**src/rtl/uart_rx_ctrl_pkg.sv**
```systemverilog
// Shared UART definitions: character framing, receiver FSM state encoding and
// default baud-divisor constants. The transmitter uses the same constants.
package uart_rx_ctrl_pkg;

  localparam int unsigned UartDataBits          = 8;
  localparam int unsigned UartClkFreqHz         = 100_000_000;
  localparam int unsigned UartDefaultBaud       = 115_200;
  // 100 MHz / 115200 baud, truncated to 868.
  localparam int unsigned UartDefaultClksPerBit = UartClkFreqHz / UartDefaultBaud;

  typedef enum logic [1:0] {
    StIdle  = 2'd0,
    StStart = 2'd1,
    StData  = 2'd2,
    StStop  = 2'd3
  } uart_rx_state_e;

endpackage

```
**src/rtl/uart_rx_fifo.sv**
```systemverilog
// Synchronous first-word-fall-through FIFO, usable on both UART directions.
// Ports:
//   clk_i, rst_i  clock and synchronous active-high reset
//   push_i/wdata_i  write request and data
//   pop_i         remove the head entry (ignored when empty)
//   rdata_o       head entry, valid while empty_o is low
//   full_o, empty_o, count_o  occupancy status
// A push while full is accepted only when a pop happens in the same cycle.
module uart_rx_fifo #(
  parameter int unsigned Width = 8,
  parameter int unsigned Depth = 4
) (
  input  logic                     clk_i,
  input  logic                     rst_i,
  input  logic                     push_i,
  input  logic [Width-1:0]         wdata_i,
  input  logic                     pop_i,
  output logic [Width-1:0]         rdata_o,
  output logic                     full_o,
  output logic                     empty_o,
  output logic [$clog2(Depth):0]   count_o
);

  localparam int unsigned PtrW = $clog2(Depth);
  localparam int unsigned CntW = PtrW + 1;

  logic [Width-1:0] mem_q [Depth];
  logic [PtrW-1:0]  wr_ptr_q, wr_ptr_d;
  logic [PtrW-1:0]  rd_ptr_q, rd_ptr_d;
  logic [CntW-1:0]  count_q, count_d;
  logic             push_ok, pop_ok;

  assign full_o  = (count_q == CntW'(Depth));
  assign empty_o = (count_q == '0);
  assign count_o = count_q;
  assign rdata_o = mem_q[rd_ptr_q];

  always_comb begin
    pop_ok   = pop_i & ~empty_o;
    push_ok  = push_i & (~full_o | pop_ok);
    // Depth is a power of two, so pointers wrap by plain overflow.
    wr_ptr_d = push_ok ? wr_ptr_q + PtrW'(1) : wr_ptr_q;
    rd_ptr_d = pop_ok ? rd_ptr_q + PtrW'(1) : rd_ptr_q;
    count_d  = count_q;
    unique case ({push_ok, pop_ok})
      2'b10:   count_d = count_q + CntW'(1);
      2'b01:   count_d = count_q - CntW'(1);
      default: count_d = count_q;
    endcase
  end

  always_ff @(posedge clk_i) begin
    if (rst_i) begin
      wr_ptr_q <= '0;
      rd_ptr_q <= '0;
      count_q  <= '0;
      for (int i = 0; i < int'(Depth); i++) mem_q[i] <= '0;
    end else begin
      wr_ptr_q <= wr_ptr_d;
      rd_ptr_q <= rd_ptr_d;
      count_q  <= count_d;
      if (push_ok) mem_q[wr_ptr_q] <= wdata_i;
    end
  end

endmodule

```
**src/rtl/uart_rx_ctrl.sv**
```systemverilog
// UART 8N1 receiver with FWFT receive FIFO and sticky error flags.
// Ports:
//   clk, rst     clock and synchronous active-high reset
//   uart_rx      asynchronous serial input, idle high
//   rx_en        allows detection of new start bits
//   rd_en        pop the FIFO head
//   err_clr      clear frame_err / overrun_err (a coincident new error wins)
//   rx_data      FIFO head byte, valid while rx_valid
//   rx_valid     FIFO not empty
//   rx_count     FIFO occupancy
//   rx_busy      a frame is being received
//   frame_err    sticky: stop bit sampled low
//   overrun_err  sticky: received byte dropped because the FIFO was full
module uart_rx_ctrl
  import uart_rx_ctrl_pkg::*;
#(
  parameter int unsigned CLKS_PER_BIT = UartDefaultClksPerBit,
  parameter int unsigned FIFO_DEPTH   = 4
) (
  input  logic                          clk,
  input  logic                          rst,
  input  logic                          uart_rx,
  input  logic                          rx_en,
  input  logic                          rd_en,
  input  logic                          err_clr,
  output logic [UartDataBits-1:0]       rx_data,
  output logic                          rx_valid,
  output logic [$clog2(FIFO_DEPTH):0]   rx_count,
  output logic                          rx_busy,
  output logic                          frame_err,
  output logic                          overrun_err
);

  localparam int unsigned CntW = $clog2(CLKS_PER_BIT);
  localparam logic [CntW-1:0] HalfBitLast = CntW'(CLKS_PER_BIT / 2 - 1);
  localparam logic [CntW-1:0] BitLast     = CntW'(CLKS_PER_BIT - 1);

  uart_rx_state_e          state_q, state_d;
  logic                    sync1_q, rx_s_q, rx_prev_q;
  logic [CntW-1:0]         cnt_q, cnt_d;
  logic [2:0]              bit_idx_q, bit_idx_d;
  logic [UartDataBits-1:0] shift_q, shift_d;
  logic                    frame_err_q, frame_err_d;
  logic                    overrun_err_q, overrun_err_d;

  logic fall_edge, half_hit, bit_hit;
  logic byte_push, frame_set, overrun_set;
  logic fifo_full, fifo_empty;

  assign fall_edge = rx_prev_q & ~rx_s_q;
  assign half_hit  = (cnt_q == HalfBitLast);
  assign bit_hit   = (cnt_q == BitLast);

  // State register and datapath registers.
  always_ff @(posedge clk) begin
    if (rst) begin
      sync1_q       <= 1'b1;
      rx_s_q        <= 1'b1;
      rx_prev_q     <= 1'b1;
      state_q       <= StIdle;
      cnt_q         <= '0;
      bit_idx_q     <= '0;
      shift_q       <= '0;
      frame_err_q   <= 1'b0;
      overrun_err_q <= 1'b0;
    end else begin
      sync1_q       <= uart_rx;
      rx_s_q        <= sync1_q;
      rx_prev_q     <= rx_s_q;
      state_q       <= state_d;
      cnt_q         <= cnt_d;
      bit_idx_q     <= bit_idx_d;
      shift_q       <= shift_d;
      frame_err_q   <= frame_err_d;
      overrun_err_q <= overrun_err_d;
    end
  end

  // Next-state logic.
  always_comb begin
    state_d = state_q;
    unique case (state_q)
      StIdle:  if (rx_en && fall_edge) state_d = StStart;
      // High at mid-start means the falling edge was a glitch.
      StStart: if (half_hit) state_d = rx_s_q ? StIdle : StData;
      StData:  if (bit_hit && bit_idx_q == 3'(UartDataBits - 1)) state_d = StStop;
      StStop:  if (bit_hit) state_d = StIdle;
      default: state_d = StIdle;
    endcase
  end

  // Bit timing counter and LSB-first shift register.
  always_comb begin
    cnt_d     = cnt_q + CntW'(1);
    bit_idx_d = bit_idx_q;
    shift_d   = shift_q;
    unique case (state_q)
      StIdle: cnt_d = '0;
      StStart: begin
        if (half_hit) begin
          cnt_d     = '0;
          bit_idx_d = '0;
        end
      end
      StData: begin
        if (bit_hit) begin
          cnt_d     = '0;
          shift_d   = {rx_s_q, shift_q[UartDataBits-1:1]};
          bit_idx_d = bit_idx_q + 3'd1;
        end
      end
      StStop:  if (bit_hit) cnt_d = '0;
      default: cnt_d = '0;
    endcase
  end

  // Outputs and error flags.
  always_comb begin
    rx_busy       = (state_q != StIdle);
    byte_push     = (state_q == StStop) & bit_hit & rx_s_q;
    frame_set     = (state_q == StStop) & bit_hit & ~rx_s_q;
    // A full FIFO is never empty, so rd_en alone decides whether room is made.
    overrun_set   = byte_push & fifo_full & ~rd_en;
    frame_err_d   = frame_set | (frame_err_q & ~err_clr);
    overrun_err_d = overrun_set | (overrun_err_q & ~err_clr);
  end

  assign frame_err   = frame_err_q;
  assign overrun_err = overrun_err_q;
  assign rx_valid    = ~fifo_empty;

  uart_rx_fifo #(
    .Width (UartDataBits),
    .Depth (FIFO_DEPTH)
  ) u_fifo (
    .clk_i   (clk),
    .rst_i   (rst),
    .push_i  (byte_push),
    .wdata_i (shift_q),
    .pop_i   (rd_en),
    .rdata_o (rx_data),
    .full_o  (fifo_full),
    .empty_o (fifo_empty),
    .count_o (rx_count)
  );

endmodule

```
**config.mk**
```make
export PLATFORM = sky130hd
export DESIGN_NAME = uart_rx_ctrl
export DESIGN_NICKNAME = d
export VERILOG_FILES = /design/src/rtl/uart_rx_ctrl_pkg.sv /design/src/rtl/uart_rx_fifo.sv /design/src/rtl/uart_rx_ctrl.sv
export SDC_FILE = /design/constraint.sdc
export NUM_CORES = 1
export LEC_CHECK = 0
export CAP_MARGIN = 20
export CORE_ASPECT_RATIO = 0.6
export CORE_MARGIN = 2
export CORE_UTILIZATION = 58
export CTS_CLUSTER_SIZE = 8
export DETAILED_ROUTE_END_ITERATION = 10
export HOLD_SLACK_MARGIN = 0.15
export PLACE_DENSITY_LB_ADDON = 0.15
export SLEW_MARGIN = 0
export SYNTH_ARGS = -nofsm -noshare
export SYNTH_HDL_FRONTEND = slang
export SYNTH_SLANG_ARGS = --single-unit
```
**constraint.sdc**
```tcl
create_clock -name clk -period 2.8 [get_ports clk]
set_input_delay 0.42 -clock clk [delete_from_list [all_inputs] [get_ports clk]]
set_output_delay 0.42 -clock clk [all_outputs]
set_load 0.02 [all_outputs]
```
==> results.py <==
metrics = {
    "floorplan": {
        "initial_core_util_pct": 61.2,
        "fp-row-count": 20,
        "die_w_um": 99.0,
        "die_area_mm2": 0.00604,
        "coreArea_mm2": 0.00513,
        "num_io_pins": 21,
        "dieHeight_um": 61,
    },
    "synth": {
        "yosysUniqueCellTypes": 47,
        "ys_top_cells_by_area": "edfxtp_1 31%, dfxtp_1 24%, and2_1 6.4%",
        "syn_avg_cell_area_um2": 11.5,
        "synth_area_mm2": 0.00314,
        "ys_async_sr_fraction_pct": 0,
        "synth-edff-count": 32,
        "ys_warn_count": 0,
        "ys_seq_area_share_pct": 54.2,
        "synthCells": 273,
        "synth_seq_cells": 69,
        "yosysTopAreaCell": "edfxtp_1",
        "ys.flop_type": "dfxtp_1",
        "syn-num-nets": 285,
        "yosysTopAreaCellShare_pct": 30.6,
    },
    "pwr": {
        "p_leak_nw": 1.24,
        "share_comb_of_total_power_pct": 3.1,
        "switching_share_pct": 21.2,
        "pwr-share-seq_pct": 55.5,
        "finalPower_w": 0.00195,
        "powerDensity_mw_per_mm2": 539,
        "intPower_w": 0.00154,
        "switchingPower_w": 0.000414,
        "irDropWorstVdd_v": 0.000381,
        "power_frac_clock_pct": 41.5,
    },
    "final_layout": {
        "nFillCells": 362,
        "fin_util_pct": 70.5,
        "drive_above_1_share_pct": 16.4,
        "layout_commonest_cell": "dfxtp_1",
        "fin_nets": 311,
        "mostFrequentLayoutCells": "37 x dfxtp_1, 32 x and2_1, 32 x edfxtp_1",
        "antennaDiodeCount": 0,
        "syn_to_final_growth_pct": 15.2,
    },
    "timing": {
        "setup_violations": 0,
        "setup_tns_ns": 0,
        "hold_viol_final": 0,
        "slew_headroom_pct": 61.0,
        "clock_skew_ns": 0.00652,
        "min_period_ns": 2.58,
        "period_share_pct": 92.3,
        "rsz0062_at_grt": "no",
        "drv_slew": 0,
        "fmax_ghz": 0.387,
        "tightestPinTransition_ns": 0.581,
    },
    "clock_tree": {
        "h-tree-depth": 3,
        "cts_sinks": 69,
        "holdBufCountCts": 0,
        "cts_root_buffer": "clkbuf_8",
        "cts_buffers": 9,
        "clk_pin_slew_worst_paths_ns": 0.07,
        "post_cts_buffers": 0,
        "post_cts_resized": 0,
        "cts_tree": "yes",
        "cts_buffer_depth": 2,
        "clk_latency_ns": 0.34,
    },
    "detailed_routing": {
        "drc": 0,
        "vias_per_cell": 5.72,
        "avgRoutedWirePerCell_um": 16.5,
        "ant_nets": 0,
        "drt_iter0_drc": 186,
        "via_count": 2116,
        "drt_wl_total_um": 6090,
        "first_pass_iters": 4,
    },
    "run_status": {
        "status": "finished, final reports clean",
    },
    "setup_path": {
        "endpoint_kind": "flip-flop",
        "critical_path_required_ns": 3.08,
        "cp_data_arrival_time_ns": 2.86,
        "startpoint_type": "input port",
        "crit_fanout": 3,
        "criticalPathCategory": "in -> reg",
    },
    "place": {
        "dp_hpwl_um": 4290,
        "gp_congestion": 0.820,
        "portBuffers": 20,
    },
    "global_route": {
        "grt_start_max_net_pins": 26,
        "grt_use_total_pct": 22.7,
        "gr-total-overflow": 0,
        "grt_pass1_wl_um": 10000,
        "antenna_found_initial": 0,
        "grt_pass1_vias": 1937,
    },
    "hold_path": {
        "worstHoldPathType": "reg -> reg",
    },
    "run": {
        "drv_cap": 0,
    },
}
[critical path: stages]
cell and delay, ns:
clkdlybuf4s50_1 0.41, or4b_1 0.57, nand4_4 0.14, or2_2 0.12
ha_1 0.16, inv_1 0.06, fa_1 0.37, xor2_1 0.16
or3_1 0.32, a21oi_1 0.14
[layer usage]
metal / share of wire, % / GRT usage [%] / up-vias / wire (um)
li1: - / - / 1025 / -
met1: 49 / 35.1 / 1005 / 3010
met2: 40 / 29.5 / 82 / 2460
met3: 9.4 / 8.41 / 4 / 573
met4: 0.66 / 6.07 / 0 / 40
met5: 0 / 0 / - / 0
[sequential cells by signal, indices dropped and copies added (netlist names), named ones only]
signal / cells
u_fifo.mem_q: 32
cnt_q: 10
shift_q: 8
bit_idx_q: 3
u_fifo.count_o: 3
u_fifo.rd_ptr_q: 2
u_fifo.wr_ptr_q: 2
frame_err: 1
overrun_err: 1
rx_prev_q: 1
rx_s_q: 1
state_q: 1
sync1_q: 1
[worst paths after layout]
check / to / slack (ns) / startpoint / depth (start not counted)
worst max-delay path: u_fifo.count_o[2]$_SDFFE_PP0P_ / 0.22 / rd_en / 10
worst min-delay path: rx_s_q$_SDFF_PP1_ / 0.42 / sync1_q$_SDFF_PP1_ / 1
worst max register to register: u_fifo.count_o[2]$_SDFFE_PP0P_ / 0.29 / u_fifo.count_o[0]$_SDFFE_PP0P_ / 9
worst min register to register: rx_s_q$_SDFF_PP1_ / 0.42 / sync1_q$_SDFF_PP1_ / 1
[cell type report]
cell class / instances / area, um2 / area share (%)
repair buffers: 27 / 253 / 6.99
clock inverters: 5 / 58.8 / 1.63
inverters: 8 / 30.0 / 0.830
flip-flops and latches: 69 / 1700 / 47.0
multi-input cells: 184 / 1350 / 37.3
clock buffers: 11 / 141 / 3.91
well taps: 66 / 82.6 / 2.28
[power by group through the flow]
stage,registers (W),logic [W],clock network [W]
floorplan,0.00110,0.0000350,0
global placement,0.00110,0.0000595,0
detailed placement,0.00110,0.0000603,0
CTS,0.00108,0.0000606,0.000828
global route,0.00108,0.0000640,0.000876
finish,0.00108,0.0000596,0.000810
[through the flow]
step | instance area (um2) | hold slack (ns) | cells | setup slack (ns)
finish | 3620 | 0.423 | 370 | 0.216
global route | 3620 | 0.437 | 370 | 0.0682
CTS | 3620 | 0.427 | 370 | 0.242
detailed placement | 3420 | 0.406 | 354 | -0.132
global placement | 3420 | 0.399 | 354 | -0.0192
floorplan | 3140 | 0.389 | 273 | 0.250
[cell usage after synthesis, types with 4 or more instances]
cell	number
or3_1	4
edfxtp_1	32
nor3_1	6
xnor2_1	6
a21oi_1	18
nand4_1	5
nor2_1	19
or2_2	7
nand3_1	7
nand2_1	23
buf_2	5
dfxtp_1	37
mux4_2	8
clkbuf_1	5
and2_1	32
inv_1	7
xor2_1	6
ha_1	5
[cells by family (layout without fill, tap and decap cells)]
group / Yosys count / after routing / synth area share [%]
xor gates and xnor gates: 12 / 12 / 3.35
and+or+nand+nor: 128 / 128 / 25.4
muxes: 8 / 8 / 5.74
buffers and inverters: 20 / 51 / 2.83
adders and majority gates: 6 / 6 / 2.63
DFF: 69 / 69 / 54.2
AOI/OAI and AO/OA: 30 / 30 / 5.86
Note: power is estimated with default switching activity, not from simulation.
